==> src/rtl/dct_transpose_buf.sv <==
// dct_transpose_buf: ping-pong 8x8 transpose buffer between the row pass and
// the column pass of a 2-D 8-point DCT. Rows are written in (saturated to
// OUT_W bits), columns are read out, two banks alternate so a continuous
// stream flows with no bubbles.
//
// Handshake: a transfer happens on a rising clk edge exactly when valid and
// ready are both high. valid never depends on ready; in_ready and out_valid
// are decoded from registered bank flags only, so no combinational path
// exists from in_* to out_* or from out_ready to in_ready.
module dct_transpose_buf #(
    parameter int IN_W  = 14,
    parameter int OUT_W = 13
) (
    input  logic                 clk,
    input  logic                 rst_n,
    input  logic                 in_valid,
    output logic                 in_ready,
    input  logic [8*IN_W-1:0]    in_data,
    output logic                 out_valid,
    input  logic                 out_ready,
    output logic [8*OUT_W-1:0]   out_data,
    output logic [2:0]           out_col,
    output logic                 out_last
);

    // Clamp a signed IN_W coefficient into the signed OUT_W range.
    function automatic logic [OUT_W-1:0] sat(input logic signed [IN_W-1:0] v);
        logic signed [IN_W-1:0] hi;
        logic signed [IN_W-1:0] lo;
        hi = IN_W'((1 << (OUT_W - 1)) - 1);
        lo = ~hi;
        if (v > hi) begin
            sat = {1'b0, {(OUT_W-1){1'b1}}};
        end else if (v < lo) begin
            sat = {1'b1, {(OUT_W-1){1'b0}}};
        end else begin
            sat = v[OUT_W-1:0];
        end
    endfunction

    // Bank flags (full = FULL/DRAINING, empty = EMPTY/FILLING), pointers, counters
    logic [1:0] full_q,    full_d;
    logic       wr_bank_q, wr_bank_d;
    logic       rd_bank_q, rd_bank_d;
    logic [2:0] wr_row_q,  wr_row_d;
    logic [2:0] rd_col_q,  rd_col_d;

    // Storage: [bank][row][column]; not reset, flags decide what is valid
    logic [OUT_W-1:0] mem_q [2][8][8];

    logic wr_en;
    logic rd_en;

    // A bank is only written while its flag is clear, so the bank being read
    // (flag set) is never disturbed and out_data holds during stalls.
    assign in_ready  = !full_q[wr_bank_q];
    assign out_valid = full_q[rd_bank_q];
    assign wr_en     = in_valid && in_ready;
    assign rd_en     = out_valid && out_ready;

    // Next-state for flags, pointers and counters; write-set and read-clear
    // always target different banks so both may happen in one cycle.
    always_comb begin
        full_d    = full_q;
        wr_bank_d = wr_bank_q;
        rd_bank_d = rd_bank_q;
        wr_row_d  = wr_row_q;
        rd_col_d  = rd_col_q;
        if (wr_en) begin
            wr_row_d = wr_row_q + 3'd1;
            if (wr_row_q == 3'd7) begin
                full_d[wr_bank_q] = 1'b1;
                wr_bank_d         = !wr_bank_q;
            end
        end
        if (rd_en) begin
            rd_col_d = rd_col_q + 3'd1;
            if (rd_col_q == 3'd7) begin
                full_d[rd_bank_q] = 1'b0;
                rd_bank_d         = !rd_bank_q;
            end
        end
    end

    // Control state register with asynchronous clear
    always_ff @(posedge clk or negedge rst_n) begin
        if (!rst_n) begin
            full_q    <= 2'b00;
            wr_bank_q <= 1'b0;
            rd_bank_q <= 1'b0;
            wr_row_q  <= 3'd0;
            rd_col_q  <= 3'd0;
        end else begin
            full_q    <= full_d;
            wr_bank_q <= wr_bank_d;
            rd_bank_q <= rd_bank_d;
            wr_row_q  <= wr_row_d;
            rd_col_q  <= rd_col_d;
        end
    end

    // Store one saturated row into the bank being filled
    always_ff @(posedge clk) begin
        if (wr_en) begin
            for (int k = 0; k < 8; k++) begin
                mem_q[wr_bank_q][wr_row_q][3'(k)] <= sat(in_data[IN_W*k +: IN_W]);
            end
        end
    end

    // Present the current column of the bank being drained, zero when idle
    always_comb begin
        out_data = '0;
        out_col  = 3'd0;
        out_last = 1'b0;
        if (out_valid) begin
            for (int r = 0; r < 8; r++) begin
                out_data[OUT_W*r +: OUT_W] = mem_q[rd_bank_q][3'(r)][rd_col_q];
            end
            out_col  = rd_col_q;
            out_last = (rd_col_q == 3'd7);
        end
    end

endmodule

==> config.mk <==
export PLATFORM = sky130hd
export DESIGN_NAME = dct_transpose_buf
export DESIGN_NICKNAME = d
export VERILOG_FILES = /design/src/rtl/dct_transpose_buf.sv
export SDC_FILE = /design/constraint.sdc
export NUM_CORES = 1
export LEC_CHECK = 0
export CAP_MARGIN = 30
export CORE_MARGIN = 2
export CORE_UTILIZATION = 45
export CTS_CLUSTER_SIZE = 30
export DETAILED_ROUTE_END_ITERATION = 8
export PLACE_DENSITY = 0.74
export SKIP_LAST_GASP = 1
export SYNTH_ARGS = -nofsm -noshare
export SYNTH_HDL_FRONTEND = slang
export SYNTH_SLANG_ARGS = --single-unit
==> constraint.sdc <==
create_clock -name clk -period 11.3 [get_ports clk]
set_input_delay 1.13 -clock clk [delete_from_list [all_inputs] [get_ports clk]]
set_output_delay 1.13 -clock clk [all_outputs]
set_load 0.01 [all_outputs]
======== Word-level counts from Yosys, hierarchy flattened ========
Memories as Yosys holds them, arrays and structs flattened.
Index checks and enable logic that the tools add are counted.
word-level totals
  memory bits (read-only) ................. 104
  bits in registers ....................... 10
  memories kept ........................... 2
  bits in writable memories ............... 1664
  input port bits ......................... 116
operators by class
  bitwise logic cells ..................... 2501
  equality and inequality tests ........... 2
  $lt $le $gt $ge ......................... 15
  reduce and logical (&&, ||, !) cells .... 10
  $add $sub $neg .......................... 2
  multiplexer cells ....................... 2550
memory list
  name             words  width  rd ports  clocked after Yosys merged registers in  write ports  RTL line  source
  mem_q            2      832    1         0                                        1            49        logic [OUT_W-1:0] mem_q [2][8][8];
  (no name shown)  8      13     1         0                                        0            118       out_data[OUT_W*r +: OUT_W] = mem_q[rd_bank_q][3'(r)][rd_col_q];
operators by type and width
  kind                                                                             count
  832-bit two-way mux                                                              4
  1-bit two-way mux                                                                2504
  1-bit bitwise OR                                                                 2496
  104-bit demux with 3-bit select                                                  4
  13-bit two-way mux                                                               22
  104-bit two-way mux                                                              2
  13-bit binary-select mux with 3-bit select                                       4
  91-bit two-way mux                                                               1
  78-bit two-way mux                                                               1
  65-bit two-way mux                                                               1
  14-bit by 13-bit > comparator with 1-bit output (second input constant)          4
  14-bit by 13-bit less-than comparator with 1-bit output (second input constant)  4
  4-bit >= comparator (second input constant)                                      2
  2-bit two-way mux                                                                4
  3-bit NOT with 4-bit output                                                      2
  3-bit by 1-bit adder with 3-bit output (second input constant)                   2
  3-bit equality test (second input constant)                                      2
  1-bit logical AND                                                                5
  1-bit by 2-bit less-than comparator with 1-bit output (second input constant)    2
  4-bit by 1-bit less-than comparator with 1-bit output (second input constant)    1
  2-bit AND reduction                                                              2
  1-bit zero test                                                                  3
  3-bit two-way mux                                                                1
  2-bit AND                                                                        1
  4 further kinds                                                                  6

======== Logic depth before layout (Yosys ltp) ========
  depth in word-level cells ............... 10
  gate-level depth with buffers ........... 6
  mapped depth without buffers ............ 4

======== Least setup slack after synthesis ========
No wires, ideal clock.
  path type ............................... in2reg
  start point ............................. in in_valid
  end point ............................... mem mem_q[0][780] (netlist bit) (enable)
  stages on the path ...................... 3
  buffers on the path ..................... 0
  library setup time ...................... 0.526 ns
  path slack .............................. 5.544 ns
  data arrival time ....................... 5.231 ns
  cells stage by stage .................... inv_2 -> or4_1 -> nor3_1
on the way
  longest elaborated chain between the ends .. 6
  elaborated cells on any way between the ends .. 9
RTL lines
  item                                            RTL line  source
  from (decl)                                     16        input logic in_valid,
  1-bit logical AND *                             58        assign wr_en = in_valid && in_ready;
  1-bit two-way mux *                             104       if (wr_en) begin
  832-bit two-way mux (implied by the code)       106       mem_q[wr_bank_q][wr_row_q][3'(k)] <= sat(in_data[IN_W*k +: IN_W]);
  1-bit bitwise OR (no source line) (2 in a row)  n/a
  1-bit bitwise OR (no source line) *             n/a
  to (decl)                                       49
Every way passes the cells marked *; elsewhere a longest branch is shown, timed or not.

======== Worst setup path in the final report ========
  start point ............................. reg rd_bank_q
  end point ............................... out out_data[12]
on the way
  longest elaborated chain between the ends .. 5
  elaborated cells on any way between the ends .. 7
RTL lines
  item                                                   RTL line  source
  from (decl)                                            44        logic rd_bank_q, rd_bank_d;
  from (signal assigned)                                 96        rd_bank_q <= rd_bank_d;
  memory 2 x 832 bit                                     n/a
  13-bit binary-select mux with 3-bit select             118
  13-bit two-way mux (implied by the code) (2 in a row)  118
  104-bit two-way mux *                                  116       if (out_valid) begin
  to (decl)                                              21        output logic [8*OUT_W-1:0] out_data,
Every way passes the cells marked *; elsewhere a longest branch is shown, timed or not. The select of a mux whose other input is x is not followed.

==> flow_metrics.env <==
export IMPL_comb_power_share=0.309
export IMPL_number_of_antenna_violations_at_the_first_check_in_global_routing=1
export IMPL_power_leakage_nw=6.94
export IMPL_clock_tree_root_cell="clkbuf_16"
export IMPL_floorplan_initialDensity=0.455
export IMPL_async_reset_ff_frac=0.0235
export IMPL_core_area_mm2=0.0419
export IMPL_report_final_hold_viol_count=0
export IMPL_slew_violations=0
export IMPL_placement_rows=75
export IMPL_final_net_count=1290
export IMPL_run_status="finished clean"
export IMPL_fin_skew_ps=12.8
export IMPL_drc=0
export IMPL_pwr_share_clk=0.280
export IMPL_detailedPlace_worstSlack_ps=6250
export IMPL_synth_largest_area_cell="edfxtp_1"
export IMPL_synth_top_cells_by_area="edfxtp_1, mux4_2, mux2i_1"
export IMPL_tritoncts="built"
export IMPL_hold_end="wr_bank_q"
export IMPL_maxCapViolations=0
export IMPL_critPathMaxFanout=36
export IMPL_drt_wirelength_per_cell_um=24.0
export IMPL_power_share_switching=0.294
export IMPL_reg2reg_slack_ps=8440
export IMPL_synth_cell_area_mm2=0.0191
export IMPL_hp_start="wr_bank_q"
export IMPL_synth_warnings=0
export IMPL_synthDominantCellAreaShare=0.655
export IMPL_data_arrival_critical_path_ps=4220
export IMPL_avgViaCountPerCell=5.66
export IMPL_post_cts_buffers=0
export IMPL_clk_path_buf_depth=3
export IMPL_grt_busiest_layer="met2"
export IMPL_via_count=9858
export IMPL_die_area_mm2=0.0440
export IMPL_cts_htree_levels=2
export IMPL_final_min_clock_period_ps=5350
export IMPL_vdd_drop_max_v=0.000166
export IMPL_max_slew_worst_pin_slew_ps=983
export IMPL_critPathCaptureType="primary output"
export IMPL_grt_util_met2=0.324
export IMPL_p_sw_mw=1.44
export IMPL_globalRouteOverflowTotal=0
export IMPL_synth_yosys_seq_area_share=0.668
export IMPL_grt_pass1_vias=10300
export IMPL_clock_sinks=426
export IMPL_met3_routing_resource_usage_after_global_routing=0.0325
export IMPL_chipWidth_um=210
export IMPL_crit_path_start_kind="flip-flop"
export IMPL_power_per_cell_area_mw_per_mm2=222
export IMPL_die_height_um=210
export IMPL_route_antenna_remaining_nets=0
export IMPL_fmax_mhz=187
export IMPL_postSynthRegisterBits=426
export IMPL_drt_wl_total_um=41700
export IMPL_clk_latency_ps=550
export IMPL_maximum_number_of_pins_on_one_net_before_global_route_repair=62
export IMPL_globalRouteMet1Util=0.256
export IMPL_timing_hold_ws_ps=564
export IMPL_syn_avg_cell_area_um2=18.0
export IMPL_regToRegStartpoint="wr_row_q[2]"
export IMPL_reg2reg_depth=3
export IMPL_grt_first_pass_wirelength_um=62200
export IMPL_power_share_sequential=0.411
export IMPL_synth_commonest_cells="edfxtp_1, mux2i_1, mux4_2"
export IMPL_ctsResizeCount=0
export IMPL_io_buffer_count=117
export IMPL_detail_route_iter0_violations=758
export IMPL_setup_repair_after_global_routing_missed_its_margin="false"
export IMPL_worst_hold_path_num_cells=1
export IMPL_diodes=0
export IMPL_timing_final_crit_share=0.474
export IMPL_ys_flop_type="edfxtp_1"
export IMPL_cts_made_buffers=44
export IMPL_setup_slack_ps=5950
export IMPL_clkSlewWorstSetupHoldPaths_ps=60
export IMPL_cell_internal_pwr_mw=3.45
export IMPL_endpoints_failing_setup=0
export IMPL_criticalPathCategory="reg2out"
export IMPL_slew_headroom=0.345
export IMPL_setup_tns_final_ps=0
export IMPL_post_place_cells=1659
export IMPL_yosys_cell_types_count=36
export IMPL_cts_hold_fix_buffers=0
export IMPL_cp_startpoint="rd_bank_q"
export IMPL_synth_edff_count=416
export IMPL_finish_cell_count_without_fillers=1741
export IMPL_finalWeightedCongestion=0.716
export IMPL_grtUsageTotal=0.190
export IMPL_synth_most_common_cell="edfxtp_1"
export IMPL_dr_pass1_iters=6
export IMPL_regToRegEndpoint="mem_q[0][576]"
export IMPL_cp_data_required_time_ps=10170
export IMPL_io_pins=226
export IMPL_synthToLayoutAreaGrowth_pct=15.3
export IMPL_worst_hold_path_type="reg2reg"
export IMPL_drive_gt1_frac=0.176
export IMPL_dp_hpwl_um=23900
export IMPL_synth_cells=1059
## power by group through the flow
stage,sequential (mW),combinational (mW),clock (mW)
2_1_floorplan,1.96,1.05,0
3_3_place_gp,2.04,1.50,0
3_5_place_dp,2.04,1.52,0
4_1_cts,2.01,1.53,1.39
5_1_grt,2.02,1.61,1.45
6_report,2.01,1.51,1.37
## worst max-delay path by stage
stage                                to  slack, ps  cells past startpoint
after detailed placement   out_data[12]       6250                      5
after CTS                  out_data[22]       5670                      5
after global routing       out_data[12]       5610                      6
after global placement      out_data[6]       6250                      5
final                      out_data[12]       5950                      6
after floorplan           mem_q[0][780]       5540                      3
## cell type report
| class | count | area [µm²] |
|---|---|---|
| tap | 539 | 674 |
| multi-input combinational | 524 | 5670 |
| sequential | 426 | 12700 |
| fill | 3295 | 19900 |
| clock buffer | 56 | 1190 |
| timing repair buffer | 145 | 1430 |
| clock inverter | 22 | 166 |
| inverter | 29 | 109 |
## registers in the layout, indices dropped and copies added (netlist names)
signal     cells
full_q         2
mem_q        416
rd_bank_q      1
rd_col_q       3
wr_bank_q      1
wr_row_q       3
## worst max-delay path: stages (launching register included)
cell and delay [ps]:
dfrtp_4 780, buf_4 520, buf_12 290, buf_4 630, mux4_2 580, a22o_1 300
clkdlybuf4s50_1 500
## per-stage QoR
step | instance area, µm² | total power, mW | utilization
floorplan | 19300 | 3.01 | -
global placement | 20500 | 3.53 | 0.491
detailed placement | 20600 | 3.56 | 0.492
CTS | 21900 | 4.93 | 0.524
global route | 22000 | 5.08 | 0.525
finish | 22000 | 4.88 | 0.525
## kinds of logic after synthesis
group | share of synthesized area
AOI/OAI and AO/OA | 0.0391
xor gates and xnor gates | 0.00184
adders and majority gates | 0.00893
buffers and inverters | 0.0481
DFF | 0.668
muxes | 0.209
other | 0.000197
and+or+nand+nor | 0.0242
## layer usage
layer	routed length [µm]	share of wire
met1	16900	0.40
met4	738	0.018
met3	3000	0.072
met5	0	0
met2	21100	0.51
## cells in the final DEF, fill, tap and decap left out, types with 2 or more instances in the layout
cell type          n
edfxtp_1         416
mux2i_1          145
clkdlybuf4s50_1  117
mux4_2           104
a22o_1            52
conb_1            52
clkbuf_16         46
nand2_1           35
o21a_1            33
nor2_1            32
inv_1             28
buf_4             24
maj3_1            12
mux2_1            12
clkinv_1          11
clkbuf_1          10
dfrtp_1            8
nor2_4             6
clkinv_2           5
a21oi_1            4
and2_1             4
xnor2_1            4
mux2_2             4
ha_1               4
nand2b_1           3
nor4_4             3
nor3_4             2
nand3_1            2
or4_1              2
nor3_2             2
a31oi_1            2
bufinv_16          2
clkinvlp_4         2
buf_8              2
dfrtp_4            2
Power figures use the tool's default switching activity.
